## config.mk

```make
export PLATFORM = sky130hd
export DESIGN_NAME = sprite_mover
export DESIGN_NICKNAME = d
export VERILOG_FILES = /design/src/rtl/sprite_pkg.sv /design/src/rtl/axis_step.sv /design/src/rtl/sprite_mover.sv
export SDC_FILE = /design/constraint.sdc
export NUM_CORES = 1
export LEC_CHECK = 0
export CORE_MARGIN = 5
export CORE_UTILIZATION = 60
export CTS_CLUSTER_DIAMETER = 120
export DETAILED_ROUTE_END_ITERATION = 8
export PLACE_DENSITY = 0.93
export RECOVER_POWER = 50
export SETUP_SLACK_MARGIN = 0.3
export SKIP_LAST_GASP = 1
export SYNTH_ARGS = -nofsm -noshare
export SYNTH_HDL_FRONTEND = slang
export SYNTH_SLANG_ARGS = --single-unit
```

## constraint.sdc

```tcl
create_clock -name clk_22 -period 8.5 [get_ports clk_22]
set_input_delay 1.275 -clock clk_22 [delete_from_list [all_inputs] [get_ports clk_22]]
set_output_delay 1.275 -clock clk_22 [all_outputs]
set_load 0.01 [all_outputs]
```

## src/rtl/sprite_pkg.sv

```systemverilog
// Shared types and bit indices for the player sprite controller.
// Imported by the sprite_mover top and its axis_step sub-module.
package sprite_pkg;

  typedef enum logic [1:0] {
    ALIVE,
    DEAD,
    INVULN,
    OVER
  } state_t;

  localparam int UP = 3;
  localparam int DN = 2;
  localparam int LF = 1;
  localparam int RT = 0;

  localparam int BLINK = 2;

endpackage

```

## src/rtl/axis_step.sv

```systemverilog
// One-axis direction decode plus saturating step.
// Outputs the unchanged position when not enabled.
module axis_step #(
  parameter int W    = 10,
  parameter int STEP = 5,
  parameter int MIN  = 3,
  parameter int MAX  = 636
) (
  input  logic [W-1:0] pos,
  input  logic         neg,
  input  logic         plus,
  input  logic         enable,
  output logic [W-1:0] next
);

  localparam logic signed [W+1:0] S  = (W+2)'(STEP);
  localparam logic signed [W+1:0] LO = (W+2)'(MIN);
  localparam logic signed [W+1:0] HI = (W+2)'(MAX);

  logic signed [W+1:0] d;
  logic signed [W+1:0] sum;

  always_comb begin
    d = '0;
    unique case ({neg, plus})
      2'b10:   d = -S;
      2'b01:   d = S;
      default: d = '0;
    endcase
  end

  // Two guard bits keep the sum signed and wrap-free
  assign sum = $signed({2'b00, pos}) + d;

  always_comb begin
    next = pos;
    if (enable) begin
      if (sum < LO)
        next = W'(MIN);
      else if (sum > HI)
        next = W'(MAX);
      else
        next = sum[W-1:0];
    end
  end

endmodule

```

## src/rtl/sprite_mover.sv

```systemverilog
// Player sprite position, death/respawn timing and lives.
// FSM state, counter, lives and position are all registered.
module sprite_mover
  import sprite_pkg::*;
#(
  parameter int W           = 10,
  parameter int STEP        = 5,
  parameter int X_MIN       = 3,
  parameter int X_MAX       = 636,
  parameter int Y_MIN       = 3,
  parameter int Y_MAX       = 476,
  parameter int SPAWN_X     = 100,
  parameter int SPAWN_Y     = 140,
  parameter int RESPAWN_CYC = 100,
  parameter int INVULN_CYC  = 32,
  parameter int LIVES       = 3,
  parameter int LW          = $clog2(LIVES+1)
) (
  input  logic          clk_22,
  input  logic          rst,
  input  logic          pause,
  input  logic [3:0]    move_opr,
  input  logic          hit,
  output logic [W-1:0]  pos_x,
  output logic [W-1:0]  pos_y,
  output logic          show_valid,
  output logic          invuln,
  output logic [LW-1:0] lives,
  output logic          game_over
);

  localparam int MAXC = (RESPAWN_CYC > INVULN_CYC) ?
                        RESPAWN_CYC : INVULN_CYC;
  localparam int CB   = $clog2(MAXC+1);
  // Wide enough to always expose the blink bit
  localparam int CW   = (CB > BLINK) ? CB : BLINK+1;

  localparam logic [CW-1:0] R_END = CW'(RESPAWN_CYC-1);
  localparam logic [CW-1:0] I_END = CW'(INVULN_CYC-1);
  localparam logic [W-1:0]  SX    = W'(SPAWN_X);
  localparam logic [W-1:0]  SY    = W'(SPAWN_Y);

  state_t        state, state_n;
  logic [CW-1:0] cnt, cnt_n;
  logic [LW-1:0] lv, lv_n;
  logic [W-1:0]  px, px_n, nx;
  logic [W-1:0]  py, py_n, ny;
  logic          mv;

  assign mv = !pause &&
              ((state == INVULN) ||
               (state == ALIVE && !hit));

  axis_step #(
    .W(W), .STEP(STEP),
    .MIN(X_MIN), .MAX(X_MAX)
  ) u_x (
    .pos(px),
    .neg(move_opr[LF]),
    .plus(move_opr[RT]),
    .enable(mv),
    .next(nx)
  );

  axis_step #(
    .W(W), .STEP(STEP),
    .MIN(Y_MIN), .MAX(Y_MAX)
  ) u_y (
    .pos(py),
    .neg(move_opr[UP]),
    .plus(move_opr[DN]),
    .enable(mv),
    .next(ny)
  );

  always_ff @(posedge clk_22 or negedge rst) begin
    if (!rst) begin
      state <= ALIVE;
      cnt   <= '0;
      lv    <= LW'(LIVES);
      px    <= SX;
      py    <= SY;
    end else begin
      state <= state_n;
      cnt   <= cnt_n;
      lv    <= lv_n;
      px    <= px_n;
      py    <= py_n;
    end
  end

  always_comb begin
    state_n = state;
    cnt_n   = cnt;
    lv_n    = lv;
    px_n    = nx;
    py_n    = ny;
    if (!pause) begin
      unique case (state)
        ALIVE: begin
          if (hit) begin
            lv_n    = lv - 1'b1;
            px_n    = SX;
            py_n    = SY;
            cnt_n   = '0;
            state_n = (lv == LW'(1)) ? OVER : DEAD;
          end
        end
        DEAD: begin
          if (cnt == R_END) begin
            state_n = INVULN;
            cnt_n   = '0;
          end else begin
            cnt_n = cnt + 1'b1;
          end
        end
        INVULN: begin
          if (cnt == I_END) begin
            state_n = ALIVE;
            cnt_n   = '0;
          end else begin
            cnt_n = cnt + 1'b1;
          end
        end
        OVER: begin
        end
        default: begin
        end
      endcase
    end
  end

  always_comb begin
    show_valid = 1'b0;
    unique case (state)
      ALIVE:   show_valid = 1'b1;
      INVULN:  show_valid = ~cnt[BLINK];
      default: show_valid = 1'b0;
    endcase
  end

  assign pos_x     = px;
  assign pos_y     = py;
  assign invuln    = (state == INVULN);
  assign game_over = (state == OVER);
  assign lives     = lv;

endmodule

```

# Word level (Yosys, flattened, before mapping)
# Index checks and enable logic that the tools add are counted.
# Widths: inputs -> output; s select.
[totals]
register_bits = 31
inputBits = 8
output_inout_bits = 25
wordCells = 62
[op_classes]
addsub = 4
magnitude_cmp = 4
n_eq_ne = 13
muxes = 24
bitwise_logic = 2
n_reduce_logical = 10
[ops]
columns = ["cell", "count"]
rows = [
  ["$mux 10", 12],
  ["$pmux 12 s2", 2],
  ["$add 11x12->12", 2],
  ["$lt 12x3->1 const B", 2],
  ["$mux 7", 3],
  ["$pmux 7 s3", 1],
  ["$gt 12x10->1 const B", 1],
  ["$gt 12x11->1 const B", 1],
  ["$eq 2x1->1 const B", 4],
  ["$eq 2x2->1 const B", 4],
  ["$mux 2", 4],
  ["$add 7x1->7 const B", 1],
  ["$eq 7x5->1 const B", 1],
  ["$eq 7x7->1 const B", 1],
  ["$pmux 2 s3", 1],
  ["$reduce_and 3->1", 2],
  ["$reduce_and 5->1", 1],
  ["$ne 2x2->1 const B", 2],
  ["$reduce_bool 3->1", 1],
  ["$logic_and 1x1->1", 2],
  ["$logic_not 1->1", 2],
  ["$logic_not 2->1", 1],
  ["$ne 2x1->1 const B", 1],
  ["$not 1->1", 2],
  ["other kinds (3)", 3],
]

# Logic depth before layout (Yosys ltp)
# Gate-level depths: netlist of run 1.
[depth]
word_depth = 10
depth_mapped = 14

# Modules after synthesis
# From an unflattened synthesis of run 1, not the netlist that was laid out.
[unflattened]
hier_cells = 473
hier_area_um2 = 4027.6
[modules_own_cells]
columns = ["mod", "instances", "cells_per_inst", "area_each_um2", "seq_area_each_um2"]
rows = [
  ["axis_step at u_x", 1, 192, 1435.1, 0.0],
  ["sprite_mover", 1, 116, 1388.8, 785.8],
  ["axis_step at u_y", 1, 165, 1203.7, 0.0],
]

# Worst setup path after synthesis of run 1
# No wires, ideal clock.
[synth_path]
path_type = "input port to flip-flop"
from = "input port move_opr[2]"
to = "register py[4], in the netlist pos_y[4]"
setup_time_ns = 0.099
arrival_ns = 4.203
required_ns = 8.401
slack_ns = 4.198
path_stages = 13
path_buffers = 0
cell_sequence = "inv_1 ha_1 xnor2_1 inv_1 ha_1 a211oi_4 nor3_2 or4_4 a211o_1 o21bai_1 a2111o_1 and2_0 a311oi_1"
[synth_between]
elab_chain_len = 10
word_cells_on_any_way = 12
classes_between = "1 x add/sub; 2 x order compare; 2 x eq/ne; 7 x mux"
[synth_lines]
columns = ["element", "line_no", "rtl"]
rows = [
  ["start: declaration", "sprite_mover.sv:22", "input logic [3:0] move_opr,"],
  ["$eq 2x1->1 / $eq 2x2->1 (equally long branches)", "axis_step.sv:25", "unique case ({neg, plus})"],
  ["$pmux 12 s2 *", "axis_step.sv:25", ""],
  ["$add 11x12->12 *", "axis_step.sv:33", "assign sum = $signed({2'b00, pos}) + d;"],
  ["$gt 12x10->1", "axis_step.sv:40", "else if (sum > HI)"],
  ["$mux 10", "axis_step.sv:40", ""],
  ["$mux 10 *", "axis_step.sv:38", "if (sum < LO)"],
  ["$mux 10 *", "axis_step.sv:37", "if (enable) begin"],
  ["$mux 10", "sprite_mover.sv:101", "if (hit) begin"],
  ["$mux 10", "sprite_mover.sv:99", "unique case (state)"],
  ["$mux 10 *", "sprite_mover.sv:98", "if (!pause) begin"],
  ["named net py_n[4]", "sprite_mover.sv:47", "logic [W-1:0] py, py_n, ny;"],
  ["end signal: assignment", "sprite_mover.sv:88", "py <= py_n;"],
  ["end: declaration", "sprite_mover.sv:47", ""],
]
# The timed path passes the listed nets; every way through them passes the cells marked *.
# A chain may end at the register's enable or synchronous reset.

# Worst setup path in the final report of run 1
[layout_path]
from = "input port move_opr[2]"
to = "register py[6], in the netlist pos_y[6]"
# The elaborated chain is that of the path after synthesis.

==> results.sh, run 1 <==
export IMPL_gp_congestion=0.951
export IMPL_die_width_um=85.8
export IMPL_worst_path_max_fanout=32
export IMPL_synth_seq_cells=31
export IMPL_worstPathArrival_ns=5.46
export IMPL_clock_skew_ns=0.00747
export IMPL_netlist_area_um2=3450
export IMPL_syn_inst=438
export IMPL_cts_tree="built"
export IMPL_antenna_found_initial=0
export IMPL_nets=475
export IMPL_yosys_area_top_type="dfrtp_1"
export IMPL_seq_area_frac_synth_pct=22.8
export IMPL_grt_overflow=0
export IMPL_run_status="complete, but fails checks"
export IMPL_period_minus_slack_ns=5.31
export IMPL_first_iter_violations=364
export IMPL_path_class="in2reg"
export IMPL_fin_crit_sh_pct=62.4
export IMPL_synthToLayoutAreaGrowth_pct=10.1
export IMPL_firstDrtPassIters=5
export IMPL_maxCapViolCount=1
export IMPL_vias=3526
export IMPL_maxSlewHeadroom_pct=-8.15
export IMPL_rsz0062_at_grt="false"
export IMPL_drive_gt1_share_pct=8.69
export IMPL_worstPathRequired_ns=8.65
export IMPL_die_area_um2=7370
export IMPL_wl_per_cell_um=16.7
export IMPL_path_buf_inv=3
export IMPL_cts_root_buffer="clkbuf_8"
export IMPL_hold_viol=0
export IMPL_synth_flop_cell="dfrtp_1"
export IMPL_syn_num_nets=465
export IMPL_worst_slack_ns=3.19
export IMPL_ys_async_sr_fraction_pct=100
export IMPL_cts_sinks=31
export IMPL_row_count=27
export IMPL_slowest_stage="ha_1"
export IMPL_post_cts_setup_buffer_count=0
export IMPL_ctsResizeCount=0
export IMPL_synth_edf_count=0
export IMPL_max_freq_mhz=188
export IMPL_tns_ns=0
export IMPL_final_common_cell="nand2_1"
export IMPL_pin_count=33
export IMPL_initial_core_util_pct=62.3
export IMPL_grt_pass1_wl_um=14300
export IMPL_grt_pass1_vias=3130
export IMPL_numCtsBuffers=5
export IMPL_whs_ns=0.522
export IMPL_startpoint_type="input port"
export IMPL_fill_cells=447
export IMPL_irDropWorstVdd_mv=0.249
export IMPL_htree_levels=2
export IMPL_most_common_layout_cells="nand2_1 (40), a21oi_1 (30), nor2_1 (27)"
export IMPL_io_buffers=32
export IMPL_violations="max-capacitance violations, max-slew violations"
export IMPL_via_per_inst=6.77
export IMPL_synth_cell_types=79
export IMPL_clkSlewWorstSetupHoldPaths_ns=0.07
export IMPL_wl_um=8730
export IMPL_diodes=0
export IMPL_cpPeakStageDelay_ns=0.81
export IMPL_power_leakage_nw=1.58
export IMPL_drcViolationCount=0
export IMPL_setup_viol=0
export IMPL_syn_area_per_cell_um2=7.88
export IMPL_crit_chain="clkdlybuf4s50_1 > inv_1 > ha_1 > xnor2_1 > inv_1 > ha_1 > a211oi_4 > o21ai_0 > o221ai_1 > a21o_2 > nor4_2 > a41oi_1 > a22oi_1 > nor2_1"
export IMPL_grt_max_degree=35
export IMPL_fp_dieH_um=85.8
export IMPL_final_antenna_net_count=0
export IMPL_pre_cts_slack_ns=3.02
export IMPL_grt_use_total_pct=23.3
export IMPL_hold_buffers=0
export IMPL_critPathTopFamily="compound AO/OA/AOI/OAI gates"
export IMPL_insertion_delay_ns=0.29
export IMPL_synth_area_leaders="dfrtp_1 (17%), ha_1 (6.9%), dfstp_2 (6.1%)"
export IMPL_slew_viol_final=32
export IMPL_powerDensity_nw_per_um2=333
export IMPL_tightest_slew_ns=1.62
export IMPL_hp_class="reg2reg"
export IMPL_core_area_um2=5540
export IMPL_multi_input_area_um2=2400
export IMPL_ys_warn_count=0
export IMPL_post_dp_hpwl_um=6290
export IMPL_yosysTopAreaCellShare_pct=16.7
export IMPL_crit_path_end_kind="flip-flop"
export IMPL_seq_area_um2=786
export IMPL_cts_max_path_buffers=2
final cells by class:
type,instances,share of cell area (%)
multi-input cells,357,63.2
clock inverters,2,0.923
repair buffers,35,8.83
well taps,72,2.37
flip-flops and latches,31,20.7
clock buffers,6,2.17
inverters,18,1.78
metal layers:
| metal | wire length, um | share of wire [%] | GRT usage [%] |
|---|---|---|---|
| met3 | 569 | 6.5 | 4.42 |
| met5 | 0 | 0 | 0 |
| met1 | 3880 | 45 | 31.5 |
| met2 | 4210 | 48 | 38.6 |
| met4 | 60 | 0.69 | 5.47 |
cells by family after synthesis:
logic type | share of synthesized area [%]
compound gates | 33.4
simple gates | 24.9
buf+inv | 7.62
flops | 22.8
fa+ha+maj | 6.89
xor+xnor | 3.30
mux | 1.16
metrics by stage:
stage	util [%]	cells	power [mW]	instance area (um^2)
finish	68.5	521	1.27	3800
global route	68.5	521	1.36	3800
CTS	68.7	521	1.26	3800
detailed placement	66.6	513	1.10	3690
global placement	66.6	513	1.07	3690
floorplan	-	438	0.882	3450
Yosys cell counts, drive strengths merged (3+ instances only):
library cell,count
o31ai,9
and3,8
nor3,13
nand4,3
nand2b,10
nand4b,3
or2,6
nand2,40
nor4,4
clkbuf,20
dfrtp,23
nor2,27
a311oi,3
and4,3
a311o,3
a211oi,7
buf,12
dfstp,8
nand3,9
o21ai,27
a21oi,30
a2111oi,3
nand3b,4
or3,3
a31oi,9
o22ai,6
ha,19
o211ai,11
and2,7
a21o,11
a31o,3
xnor2,9
o211a,3
xor2,4
a211o,5
nor2b,10
inv,18
o21a,4
mux2i,4
sequential cells by signal, indices dropped and copies added, names as in the netlist:
name	count
state	2
lives	2
pos_x	10
cnt	7
pos_y	10
where the power goes:
group | internal (mW) | total (mW) | switching (mW)
combinational | 0.352 | 0.774 | 0.422
clock | 0.0948 | 0.152 | 0.0572
sequential | 0.215 | 0.339 | 0.124
total | 0.662 | 1.27 | 0.603
path summary, 6_finish.rpt:
| path | startpoint | end | slack [ns] | cells after the start |
|---|---|---|---|---|
| worst max-delay path | move_opr[2] | pos_y[6]$_DFF_PN0_ | 3.19 | 14 |
| worst min-delay path | lives[0]$_DFFE_PN1P_ | lives[0]$_DFFE_PN1P_ | 0.52 | 1 |
| worst max register to register | pos_y[1]$_DFF_PN0_ | pos_y[4]$_DFF_PN0_ | 4.96 | 11 |
| worst min register to register | lives[0]$_DFFE_PN1P_ | lives[0]$_DFFE_PN1P_ | 0.52 | 1 |
| max in group asynchronous | rst | pos_x[8]$_DFF_PN0_ | 5.63 | 2 |
| min in group asynchronous | rst | cnt[2]$_DFFE_PN0P_ | 1.92 | 2 |
(Power assumes the default switching activity.)
==> inputs of run 2 (changes only) <==
Settings changed: CORE_UTILIZATION 60 to 59, PLACE_DENSITY 0.93 to 0.92.
Clock period 8.5 ns to 5.5 ns, I/O delays scaled along.
==> run 2 against run 1 <==
  * The flow still finishes with violations (max-capacitance violations, max-slew violations)
  * Sequential power rose by 57%
  * First-iteration DRC count rose by 2.7%
  * Combinational power rose by 52%
  * Power rose by 50%
  * Hold slack got worse by 0.0077 ns
  * Wire length fell by 2.2%
  * Clock skew fell by 0.0031 ns
  * Critical path type unchanged
  * Largest cell class unchanged
  * Largest power group unchanged
==> results.sh, run 2 (synthesis gave the netlist of run 1 again) <==
export IMPL_cts_sinks=31
export IMPL_gp_congestion=0.893
export IMPL_final_antenna_net_count=0
export IMPL_max_freq_mhz=229
export IMPL_post_dp_hpwl_um=6270
export IMPL_cts_max_path_buffers=2
export IMPL_post_cts_setup_buffer_count=0
export IMPL_synthToLayoutAreaGrowth_pct=9.54
export IMPL_core_area_um2=5610
export IMPL_startpoint_type="input port"
export IMPL_drcViolationCount=0
export IMPL_violations="max-capacitance violations, max-slew violations"
export IMPL_run_status="complete, but fails checks"
export IMPL_htree_levels=2
export IMPL_die_width_um=86.5
export IMPL_hp_class="reg2reg"
export IMPL_grt_use_total_pct=22.8
export IMPL_rsz0062_at_grt="false"
export IMPL_io_buffers=32
export IMPL_power_leakage_nw=1.57
export IMPL_fp_dieH_um=86.5
export IMPL_worstPathArrival_ns=4.54
export IMPL_period_minus_slack_ns=4.37
export IMPL_insertion_delay_ns=0.28
export IMPL_crit_path_end_kind="flip-flop"
export IMPL_tns_ns=0
export IMPL_final_common_cell="nand2_1"
export IMPL_vias=3519
export IMPL_fin_crit_sh_pct=79.4
export IMPL_hold_viol=0
export IMPL_diodes=0
export IMPL_grt_pass1_wl_um=14300
export IMPL_worst_path_max_fanout=4
export IMPL_grt_overflow=0
export IMPL_die_area_um2=7480
export IMPL_pin_count=33
export IMPL_via_per_inst=6.74
export IMPL_slew_viol_final=32
export IMPL_maxCapViolCount=1
export IMPL_most_common_layout_cells="nand2_1 (40), a21oi_1 (30), nor2_1 (27)"
export IMPL_antenna_found_initial=0
export IMPL_irDropWorstVdd_mv=0.348
export IMPL_powerDensity_nw_per_um2=501
export IMPL_row_count=27
export IMPL_finish_utilization_pct=67.4
export IMPL_firstDrtPassIters=5
export IMPL_hold_buffers=0
export IMPL_maxSlewHeadroom_pct=-6.96
export IMPL_clock_skew_ns=0.00438
export IMPL_setup_viol=0
export IMPL_initial_core_util_pct=61.5
export IMPL_wl_um=8540
export IMPL_wl_per_cell_um=16.4
export IMPL_clkSlewWorstSetupHoldPaths_ns=0.06
export IMPL_grt_max_degree=33
export IMPL_numCtsBuffers=5
export IMPL_path_class="in2reg"
export IMPL_cts_root_buffer="clkbuf_8"
export IMPL_cts_tree="built"
export IMPL_ctsResizeCount=0
export IMPL_first_iter_violations=374
export IMPL_drive_gt1_share_pct=8.89
export IMPL_tightest_slew_ns=1.60
export IMPL_nets=476
export IMPL_grt_pass1_vias=3104
export IMPL_worstPathRequired_ns=5.67
[run 2: cell types whose count changed in the layout (fill, tap and decap cells not counted)]
cell       change
or2_2          +1
buf_4          +1
clkbuf_1       +1
bufinv_16      -1
or2_0          -1
[run 2: power by group]
part           internal, mW  total [mW]  leakage, nW  switching, mW
sequential            0.333       0.532        0.388          0.199
clock                 0.101       0.177       0.0482         0.0765
combinational         0.544        1.18         1.14          0.639
[run 2: routing by layer]
| layer | vias to the layer above | wire [um] | part of all wire (%) | global-route usage [%] |
|---|---|---|---|---|
| met5 | - | 0 | 0 | 0 |
| met4 | 0 | 59 | 0.69 | 4.53 |
| met2 | 181 | 4050 | 47 | 36.9 |
| li1 | 1675 | - | - | - |
| met3 | 10 | 624 | 7.3 | 4.75 |
| met1 | 1653 | 3810 | 45 | 31.6 |
[run 2: final timing paths]
kind | startpoint | end | slack, ns | depth (start not counted)
setup / recovery | move_opr[2] | pos_y[4]$_DFF_PN0_ | 1.13 | 14
hold / removal | lives[0]$_DFFE_PN1P_ | lives[0]$_DFFE_PN1P_ | 0.51 | 1
setup reg to reg | pos_y[1]$_DFF_PN0_ | pos_y[4]$_DFF_PN0_ | 1.90 | 11
hold reg to reg | lives[0]$_DFFE_PN1P_ | lives[0]$_DFFE_PN1P_ | 0.51 | 1
max in group asynchronous | rst | pos_x[8]$_DFF_PN0_ | 3.08 | 2
min in group asynchronous | rst | cnt[2]$_DFFE_PN0P_ | 1.48 | 2
[run 2: cell type report]
| cell class | count | area (um^2) |
|---|---|---|
| clock buffers | 7 | 86.3 |
| clock inverters | 1 | 5.00 |
| fillers | 460 | 1830 |
| inverters | 18 | 67.6 |
| multi-input cells | 357 | 2400 |
| flip-flops and latches | 31 | 786 |
| well taps | 72 | 90.1 |
| repair buffers | 36 | 343 |
[run 2: worst max-delay path, stage by stage]
cell,delay (ns)
clkdlybuf4s50_1,0.48
inv_1,0.07
ha_1,0.22
xnor2_1,0.30
inv_1,0.09
ha_1,0.27
a211oi_4,0.31
nor3_2,0.09
or4_4,0.53
a211o_1,0.33
o21bai_1,0.17
a2111o_1,0.44
and2_0,0.17
a311oi_1,0.26
[run 2: stage by stage]
step / instances / instance area, um^2 / setup slack (ns) / power [mW] / hold WS [ns]
after floorplan: 438 / 3450 / 1.65 / 1.36 / 0.468
after global placement: 514 / 3690 / 1.10 / 1.65 / 0.486
after detailed placement: 514 / 3690 / 0.892 / 1.70 / 0.502
after CTS: 522 / 3790 / 1.19 / 1.88 / 0.517
after global routing: 522 / 3780 / 0.940 / 2.05 / 0.542
final: 522 / 3780 / 1.13 / 1.89 / 0.514
==> inputs of run 3 (changes only) <==
Clock period 5.5 ns to 4.2 ns, I/O delays scaled along.
==> run 3 against run 2 <==
  * The flow still finishes with violations (max-capacitance violations, max-slew violations)
  * Critical path depth fell by 4
  * Worst setup slack got worse by 0.76 ns
  * Sequential share of layout area fell by 0.87 points
  * Non-clock buffer count rose by 9
  * Count of clock-buffer cells in the layout rose by 1
  * Power rose by 38%
  * Register-to-register slack got worse by 0.98 ns
  * Critical path type unchanged
==> results.sh, run 3 (synthesis gave the netlist of run 1 again) <==
export IMPL_irDropWorstVdd_mv=0.530
export IMPL_grt_max_degree=34
export IMPL_gp_congestion=0.909
export IMPL_maxCapViolCount=1
export IMPL_row_count=27
export IMPL_whs_ns=0.511
export IMPL_htree_levels=2
export IMPL_slowest_stage="or4b_2"
export IMPL_clock_skew_ns=0.00783
export IMPL_cts_root_buffer="clkbuf_8"
export IMPL_first_iter_violations=320
export IMPL_rsz0062_at_grt="false"
export IMPL_vias=3574
export IMPL_final_antenna_net_count=0
export IMPL_worstPathArrival_ns=4.03
export IMPL_synthToLayoutAreaGrowth_pct=14.3
export IMPL_wl_um=8910
export IMPL_via_per_inst=6.73
export IMPL_insertion_delay_ns=0.28
export IMPL_initial_core_util_pct=61.5
export IMPL_hp_class="reg2reg"
export IMPL_die_width_um=86.5
export IMPL_powerDensity_nw_per_um2=663
export IMPL_power_total_mw=2.61
export IMPL_run_status="complete, but fails checks"
export IMPL_pin_count=33
export IMPL_r2r_start="pos_y[1]$_DFF_PN0_"
export IMPL_maxSlewHeadroom_pct=-6.30
export IMPL_placed_cells_incl_taps=523
export IMPL_post_dp_hpwl_um=6160
export IMPL_hold_buffers=0
export IMPL_top_layer="met4"
export IMPL_tns_ns=0
export IMPL_drive_gt1_share_pct=12.9
export IMPL_final_common_cell="nand2_1"
export IMPL_diodes=0
export IMPL_finalNonFillerCells=531
export IMPL_period_minus_slack_ns=3.83
export IMPL_cts_sinks=31
export IMPL_cts_tree="built"
export IMPL_hold_viol=0
export IMPL_crit_path_end_kind="flip-flop"
export IMPL_reg2reg_depth=12
export IMPL_drcViolationCount=0
export IMPL_post_cts_setup_buffer_count=0
export IMPL_cp_common_cell="a21oi_1"
export IMPL_die_area_um2=7480
export IMPL_power_leakage_nw=1.65
export IMPL_cpPeakStageDelay_ns=0.66
export IMPL_tightest_slew_ns=1.59
export IMPL_firstDrtPassIters=5
export IMPL_nets=485
export IMPL_antenna_found_initial=0
export IMPL_worstPathRequired_ns=4.40
export IMPL_path_class="in2reg"
export IMPL_grt_pass1_vias=3223
export IMPL_numCtsBuffers=5
export IMPL_grt_use_total_pct=23.4
export IMPL_grt_overflow=0
export IMPL_violations="max-capacitance violations, max-slew violations"
export IMPL_fin_crit_sh_pct=91.2
export IMPL_wl_per_cell_um=16.8
export IMPL_route_met3_wl_um=715
export IMPL_slew_viol_final=32
export IMPL_crit_start="move_opr[3]"
export IMPL_max_freq_mhz=261
export IMPL_most_common_layout_cells="nand2_1 (40), a21oi_1 (30), nor2_1 (27)"
export IMPL_worst_path_max_fanout=31
export IMPL_r2r_slack_ns=0.92
export IMPL_clkSlewWorstSetupHoldPaths_ns=0.07
export IMPL_crit_end="pos_y[5]$_DFF_PN0_"
export IMPL_core_area_um2=5610
export IMPL_startpoint_type="input port"
export IMPL_cts_max_path_buffers=2
export IMPL_reg2reg_to="pos_y[4]$_DFF_PN0_"
export IMPL_fp_dieH_um=86.5
export IMPL_io_buffers=32
export IMPL_finish_utilization_pct=70.3
export IMPL_setup_viol=0
export IMPL_wl_met1_um=3780
export IMPL_grt_pass1_wl_um=14700
export IMPL_crit_chain="clkdlybuf4s50_1 > ha_1 > buf_4 > or4b_2 > o311ai_0 > a21oi_1 > xnor2_2 > nor3_1 > or4b_1 > a21oi_1"
export IMPL_wl_met2_um=4290
## run 3: through the flow
step	cell area, um^2	setup WS, ns
detailed placement	3770	-0.0547
floorplan	3450	0.543
CTS	3880	0.321
global placement	3770	0.0908
finish	3940	0.371
global route	3940	0.270
## run 3: where the power goes
group	internal (mW)	total, mW	switching, mW	leakage, nW
registers	0.436	0.702	0.266	0.388
logic	0.770	1.65	0.879	1.21
clock network	0.150	0.263	0.113	0.0515
total	1.35	2.61	1.26	1.65
## run 3: worst min path at each step
| stage | slack (ns) | to | from | cells past startpoint |
|---|---|---|---|---|
| finish | 0.51 | lives[0]$_DFFE_PN1P_ | lives[0]$_DFFE_PN1P_ | 1 |
| global route | 0.53 | lives[0]$_DFFE_PN1P_ | lives[0]$_DFFE_PN1P_ | 1 |
| CTS | 0.52 | lives[0]$_DFFE_PN1P_ | lives[0]$_DFFE_PN1P_ | 1 |
| detailed placement | 0.51 | cnt[6]$_DFFE_PN0P_ | cnt[6]$_DFFE_PN0P_ | 1 |
| global placement | 0.48 | cnt[1]$_DFFE_PN0P_ | cnt[1]$_DFFE_PN0P_ | 2 |
| floorplan | 0.33 | cnt[0]$_DFFE_PN0P_ | rst | 0 |
## run 3: routing by layer
| metal | vias up | global-route usage, % |
|---|---|---|
| met1 | 1673 | 32.6 |
| met3 | 21 | 4.75 |
| met5 | - | 0 |
| li1 | 1689 | - |
| met2 | 191 | 37.9 |
| met4 | 0 | 4.39 |
## run 3: area by class of cell
| type | count | area [um^2] |
|---|---|---|
| multi-input cells | 357 | 2470 |
| fillers | 439 | 1660 |
| flip-flops and latches | 31 | 786 |
| repair buffers | 45 | 429 |
| clock buffers | 8 | 100 |
| well taps | 72 | 90.1 |
| inverters | 18 | 67.6 |
## run 3: worst max-delay path: cells and delay by family
family,cells,cell delay [ns]
and+or+nand+nor,3,1.30
buffers and inverters,2,0.82
AOI/OAI and AO/OA,3,0.79
xor gates and xnor gates,1,0.28
adders and majority gates,1,0.22
## run 3: what timing repair did
item	in CTS	in global routing
gates resized for setup	2	12
pin swaps	1	4
endpoints found under the setup margin	4	11
